$ cat src/rtl/glycemic_count_arbiter.sv
// Round-robin arbiter that time-shares one external 8-bit ones-counter among
// N_REQ sensor requesters and returns index, requester ID and threshold alarm.
//
// state   | meaning
// IDLE    | no work in flight; grants the next valid requester and latches its sample
// COMPUTE | operand register drives the shared counter; index and alarm captured at edge
// RESP    | response presented until rsp_ready; no new grant
module glycemic_count_arbiter #(
  parameter int N_REQ    = 4,
  parameter int ALARM_TH = 6,
  localparam int ID_W    = $clog2(N_REQ)
) (
  input  logic                 clk,
  input  logic                 rst,
  input  logic [N_REQ-1:0]     req_valid,
  input  logic [8*N_REQ-1:0]   req_data,
  output logic [N_REQ-1:0]     req_ready,
  output logic [7:0]           pc_in,
  input  logic [3:0]           pc_out,
  output logic                 rsp_valid,
  input  logic                 rsp_ready,
  output logic [ID_W-1:0]      rsp_id,
  output logic [3:0]           rsp_index,
  output logic                 rsp_alarm,
  output logic [7:0]           alarm_count,
  output logic                 busy
);

  typedef enum logic [1:0] {
    IDLE    = 2'd0,
    COMPUTE = 2'd1,
    RESP    = 2'd2
  } stateT;

  localparam logic [3:0]      ALARM_TH4 = 4'(ALARM_TH);
  localparam logic [ID_W-1:0] LAST_INIT = ID_W'(N_REQ - 1);

  stateT           state;
  stateT           stateNext;
  logic [7:0]      opReg;
  logic [ID_W-1:0] idReg;
  logic [ID_W-1:0] lastGrant;
  logic [3:0]      idxReg;
  logic            alarmReg;
  logic [7:0]      alarmCount;

  logic            grantFound;
  logic [ID_W-1:0] grantId;
  logic [7:0]      grantData;
  int              cand;
  logic [ID_W-1:0] candId;

  // Search starts just after the last grant so that requester has lowest priority.
  always_comb begin
    grantFound = 1'b0;
    grantId    = '0;
    cand       = 0;
    candId     = '0;
    for (int k = 1; k <= N_REQ; k++) begin
      cand = int'(lastGrant) + k;
      if (cand >= N_REQ) begin
        cand = cand - N_REQ;
      end
      candId = cand[ID_W-1:0];
      if (!grantFound && req_valid[candId]) begin
        grantFound = 1'b1;
        grantId    = candId;
      end
    end
  end

  always_comb begin
    grantData = '0;
    for (int i = 0; i < N_REQ; i++) begin
      if (grantId == ID_W'(i)) begin
        grantData = req_data[8*i +: 8];
      end
    end
  end

  always_ff @(posedge clk or posedge rst) begin
    if (rst) begin
      state <= IDLE;
    end else begin
      state <= stateNext;
    end
  end

  always_comb begin
    stateNext = state;
    case (state)
      IDLE:    if (grantFound) stateNext = COMPUTE;
      COMPUTE: stateNext = RESP;
      RESP:    if (rsp_ready) stateNext = IDLE;
      default: stateNext = IDLE;
    endcase
  end

  always_comb begin
    req_ready = '0;
    if (state == IDLE && grantFound) begin
      req_ready[grantId] = 1'b1;
    end
    rsp_valid = (state == RESP);
    busy      = (state != IDLE);
  end

  always_ff @(posedge clk or posedge rst) begin
    if (rst) begin
      opReg      <= '0;
      idReg      <= '0;
      lastGrant  <= LAST_INIT;
      idxReg     <= '0;
      alarmReg   <= 1'b0;
      alarmCount <= '0;
    end else begin
      case (state)
        IDLE: begin
          if (grantFound) begin
            opReg     <= grantData;
            idReg     <= grantId;
            lastGrant <= grantId;
          end
        end
        COMPUTE: begin
          idxReg   <= pc_out;
          alarmReg <= (pc_out >= ALARM_TH4);
        end
        RESP: begin
          if (rsp_ready && alarmReg && alarmCount != 8'hFF) begin
            alarmCount <= alarmCount + 8'd1;
          end
        end
        default: ;
      endcase
    end
  end

  // The shared counter sees the registered operand only, never live req_data.
  assign pc_in       = opReg;
  assign rsp_id      = idReg;
  assign rsp_index   = idxReg;
  assign rsp_alarm   = alarmReg;
  assign alarm_count = alarmCount;

endmodule

$ cat config.mk
export PLATFORM = sky130hd
export DESIGN_NAME = glycemic_count_arbiter
export DESIGN_NICKNAME = d
export VERILOG_FILES = /design/src/rtl/glycemic_count_arbiter.sv
export SDC_FILE = /design/constraint.sdc
export NUM_CORES = 1
export LEC_CHECK = 0
export CAP_MARGIN = 15
export CORE_UTILIZATION = 43
export DETAILED_ROUTE_END_ITERATION = 6
export HOLD_SLACK_MARGIN = 0.12
export PLACE_DENSITY = 0.85
export REMOVE_ABC_BUFFERS = 1
export SLEW_MARGIN = 0
export SYNTH_ARGS = -nofsm -noshare
export SYNTH_HDL_FRONTEND = slang
export SYNTH_SLANG_ARGS = --single-unit
$ cat constraint.sdc
create_clock -name clk -period 3.8 [get_ports clk]
set_input_delay 0.76 -clock clk [delete_from_list [all_inputs] [get_ports clk]]
set_output_delay 0.76 -clock clk [all_outputs]
set_load 0.01 [all_outputs]
Word level (Yosys, flattened, before mapping). Cells that the tools add are included. Widths: inputs -> output; s select.

Flip-flop bits (word level): 27. Logic and storage cells: 81. Output and inout bits: 29.

Reductions and logical operators: 16. Muxes and demuxes: 30. Add/subtract/negate cells: 9. $lt $le $gt $ge: 11. Eq/ne operators: 8.

Operator list (number): $mux 8 (4); $mux 2 (10); $lt 2x3->1 const B (5); $ge 3x3->1 const B (3); $mux 1 (9); $add 8x1->8 const B (1); $bmux 1 s2 (4); $ge 4x3->1 const B (2); $ne 8x8->1 const B (1); $sub 2x1->2 const B (4); $logic_and 1x1->1 (7); $add 2x2->3 const B (2); $eq 2x2->1 const B (3); $pmux 2 s3 (1); $reduce_and 2->1 (3); $add 2x3->4 const B (1); $eq 2x1->1 const B (2); $logic_not 2->1 (2); $mux 4 (1); $add 2x1->3 const B (1); $logic_not 1->1 (3); $demux 1 s2 (1); $ge 2x1->1 const B (1); $ne 2x1->1 const B (1); other kinds (2) (2).

Longest topological paths before layout.
Depth after elaboration: 20. Gate-level depth with buffers: 7.

Worst setup path before layout. No wires, ideal clock.

Kind: input -> output. From: input port req_valid[0]. To: output port req_ready[2]. Setup slack: 1.399 ns. Stages on the path: 6. Arrival time: 1.641 ns. Buffers on the path: 2. Cells stage by stage: a21o_1 > a31oi_1 > buf_6 > buf_12 > nand2_1 > nor2_1.

Longest elaborated chain between the ends: 17. Elaborated cells on any way between the ends: 29.

RTL lines: start: declaration (RTL line 15) `input logic [N_REQ-1:0] req_valid,`; $bmux 1 s2 (RTL line 65) `if (!grantFound && req_valid[candId]) begin`; $mux 1 (not written as such) (RTL line 65); $mux 1 (RTL line 65); $logic_not 1->1 (RTL line 65); $logic_and 1x1->1 (RTL line 65); $mux 1 (RTL line 65); $logic_not 1->1 (RTL line 65); $logic_and 1x1->1 (RTL line 65); $mux 1 (RTL line 65); $logic_not 1->1 (RTL line 65); $logic_and 1x1->1 (RTL line 65); $mux 2 (RTL line 65); $lt 2x3->1 (not written as such) or $ge 2x1->1 (tied branches) (RTL line 102) `req_ready[grantId] = 1'b1;`; $logic_and 1x1->1 (not written as such) (RTL line 102); $mux 1 (not written as such) (RTL line 102); $demux 1 s2 (RTL line 102); $mux 4 (*) (RTL line 101) `if (state == IDLE && grantFound) begin`; end: declaration (RTL line 17) `output logic [N_REQ-1:0] req_ready,`.

Mark *: on every way between the ends. The rest lies on a longest branch, timed or not. The select of a mux whose other input is x is not followed.

Final worst setup path.
From: input port req_valid[3]. To: output port req_ready[2].

The elaborated chain is that of the path after synthesis.

==> impl_metrics.env <==
export IMPL_run_status="completed"
export IMPL_final_cell_mix="clkdlybuf4s50_1 (71), dfrtp_1 (25), nor2_1 (17), mux2i_1 (17), nand2_1 (11)"
export IMPL_boundaryPins=72
export IMPL_max_freq_ghz=0.293
export IMPL_critPathKind="input port to output pin"
export IMPL_maximum_number_of_pins_on_one_net_before_global_route_repair=28
export IMPL_ys_seq_area_share_pct=47.5
export IMPL_synthesis_area_sq_um=1430
export IMPL_unrepaired_setup_endpoints_after_global_routing="no"
export IMPL_final_common_cell="clkdlybuf4s50_1"
export IMPL_port_buffers=71
export IMPL_r2r_cells=4
export IMPL_slew_viol_final=0
export IMPL_timing_hold_worst_start="rsp_id[1]"
export IMPL_timing_final_setup_violations=0
export IMPL_tritoncts_num_sinks=27
export IMPL_hp_class="flip-flop to flip-flop"
export IMPL_asyncSetResetFlopFracSynth_pct=100
export IMPL_met1Wirelength_microns=1560
export IMPL_core_box_area_sq_um=3100
export IMPL_detail_route_wl_per_cell_microns=14.4
export IMPL_synth_flop_cell="dfrtp_1"
export IMPL_sort_of_element_at_the_start_of_the_critical_path="input port"
export IMPL_dieArea_sq_um=3560
export IMPL_grt_overflow=0
export IMPL_clk_latency_ns=0.31
export IMPL_synthDistinctLibCells=38
export IMPL_antenna_cells_inserted=0
export IMPL_min_path_cells=2
export IMPL_syn_instance_count=132
export IMPL_fin_worst_skew_ns=0.0103
export IMPL_met3_wirelength_microns=386
export IMPL_postRouteAntennaNets=0
export IMPL_vdd_ir_drop_worst_uv=387
export IMPL_floorplan_die_height_microns=59.6
export IMPL_drive_above_1_share_pct=7.88
export IMPL_p_leak_nw=0.933
export IMPL_cp_num_cells=7
export IMPL_tritoncts="yes"
export IMPL_post_synth_cell_area_avg_sq_um=10.8
export IMPL_clock_root_buffer="clkbuf_4"
export IMPL_clock_transition_time_at_the_flip_flop_clock_pins_of_the_worst_setup_and_hold_paths_ns=0.13
export IMPL_drt_iter0_markers=107
export IMPL_worst_path_largest_cell_delay_ns=0.55
export IMPL_total_global_route_track_usage_pct=20.6
export IMPL_worst_path_slowest_cell="clkdlybuf4s50_1"
export IMPL_worstSetupStartpoint="req_valid[3]"
export IMPL_cap_viol_max_count=0
export IMPL_end_kind="output pin"
export IMPL_finish_net_count=248
export IMPL_post_route_period_util_pct=89.7
export IMPL_numCtsBuffers=3
export IMPL_synthToLayoutAreaGrowth_pct=52.9
export IMPL_dp_hpwl_microns=2810
export IMPL_cts_root_to_sink_buffers=2
export IMPL_worst_path_buf_inv=3
export IMPL_initial_standard_cell_utilization_of_the_core_pct=46.0
export IMPL_max_slew_headroom_pct=35.9
export IMPL_total_power_mw=1.42
export IMPL_period_minus_slack_ns=3.41
export IMPL_synth_edff_count=0
export IMPL_pwr_density_cell_nw_per_um2=649
export IMPL_rr_startpoint="lastGrant[1]"
export IMPL_detail_route_drc_violations=0
export IMPL_fp_row_count=20
export IMPL_fin_tns_setup_ns=0
export IMPL_final_hold_viol_count=0
export IMPL_routabilityCongestion=0.900
export IMPL_crit_fanout=13
export IMPL_vias=1275
export IMPL_met2_length_microns=1580
export IMPL_post_cts_setup_inserts=0
export IMPL_yosysWarnings=0
export IMPL_worst_path_top_cell_family_by_delay="buffers and inverters"
export IMPL_crit_chain="clkdlybuf4s50_1, nor2_1, a21o_1, inv_2, nand2_1, nor2_1, clkdlybuf4s50_1"
export IMPL_ys_seq_elements=27
export IMPL_postRouteWirelength_microns=3550
export IMPL_dpl_cell_area_sq_um=2160
export IMPL_grt_first_pass_wirelength_microns=5470
export IMPL_cts_resized_gates=0
export IMPL_chipWidth_microns=59.6
export IMPL_ctsHtreeMaxLevel=1
export IMPL_drtPass1Iterations=3
export IMPL_dr_max_layer_used="met4"
export IMPL_data_arrival_time_of_the_worst_path_ns=2.65
export IMPL_holdBufCountCts=0
export IMPL_route_detailed_vias_per_inst=5.16
export IMPL_required_worst_endpoint_ns=3.04
export IMPL_first_global_vias=1233
export IMPL_worstMarginPinSlew_ns=0.960
export IMPL_antenna_found_initial=0
export IMPL_final_cell_area_sq_um=2180
-- worst min-delay path, cell delays in order, from the launching register on --
cell	delay, ns
dfrtp_1	0.37
nand2_1	0.05
nand2_1	0.06
-- per-stage QoR --
stage | cells | hold slack [ns] | utilization, % | setup slack [ns]
2_1_floorplan | 127 | 0.483 | - | 0.308
3_3_place_gp | 243 | 0.486 | 69.5 | 0.505
3_5_place_dp | 243 | 0.486 | 69.5 | 0.413
4_1_cts | 247 | 0.516 | 70.4 | 0.407
5_1_grt | 247 | 0.522 | 70.4 | 0.283
6_report | 247 | 0.509 | 70.4 | 0.390
-- flip-flops by register name, summed over array words and instances, names as in the netlist --
register / cells
pc_in: 8
rsp_id: 2
rsp_alarm: 1
state: 2
lastGrant: 2
alarm_count: 8
rsp_index: 4
-- power breakdown --
part           total (mW)  leakage [nW]  internal (mW)  switching [mW]
clock               0.116        0.0177         0.0393          0.0764
sequential          0.514         0.325          0.417          0.0972
combinational       0.787         0.590          0.431           0.356
-- per-layer routing --
metal  track usage, %  vias up
met5                0        -
met4             6.64        0
met3             6.55        4
met2             34.0       61
met1             25.5      588
li1                 -      622
-- final cells by class --
cell class              instances  area (sq um)
well taps                      44          55.1
clock inverters                 1          5.00
multi-input cells              97           694
clock buffers                   3          22.5
flip-flops and latches         27           678
repair buffers                 72           718
inverters                       3          11.3
fillers                       253           918
-- logic make-up (layout without fill, tap and decap cells) --
group / Yosys count / count (layout) / share of synthesized area [%]
multiplexers: 22 / 22 / 15.8
buffers and inverters: 8 / 79 / 4.38
AO/OA/AOI/OAI: 23 / 23 / 12.3
AND/OR/NAND/NOR: 44 / 44 / 14.8
flip-flops: 27 / 27 / 47.5
XOR/XNOR: 7 / 7 / 4.29
adder cells (fa/ha/maj): 1 / 1 / 0.876
-- cells in the mapped netlist, types with 2 or more instances --
cell type	count	share of area (%)
a221oi_1	6	3.7
buf_6	2	1.6
o21ai_0	3	1.1
inv_1	2	0.53
o221ai_1	2	1.2
nand4_1	2	0.88
xor2_1	2	1.2
nor2_1	17	4.5
a21o_1	2	1.1
xnor2_1	5	3.1
dfrtp_1	25	44
nand2_1	11	2.9
a21oi_1	2	0.70
mux2i_1	17	12
mux2_2	5	3.9
nand2b_1	4	1.8
nand3_1	3	1.1
dfstp_2	2	3.7
-- path summary, 6_finish.rpt --
check | endpoint | slack (ns)
setup / recovery | req_ready[2] | 0.39
hold / removal | rsp_id[1] | 0.51
setup reg to reg | pc_in[7] | 1.98
hold reg to reg | rsp_id[1] | 0.51
max in group asynchronous | alarm_count[1] | 2.26
min in group asynchronous | alarm_count[5] | 0.95
Note: power is estimated with default switching activity, not from simulation.
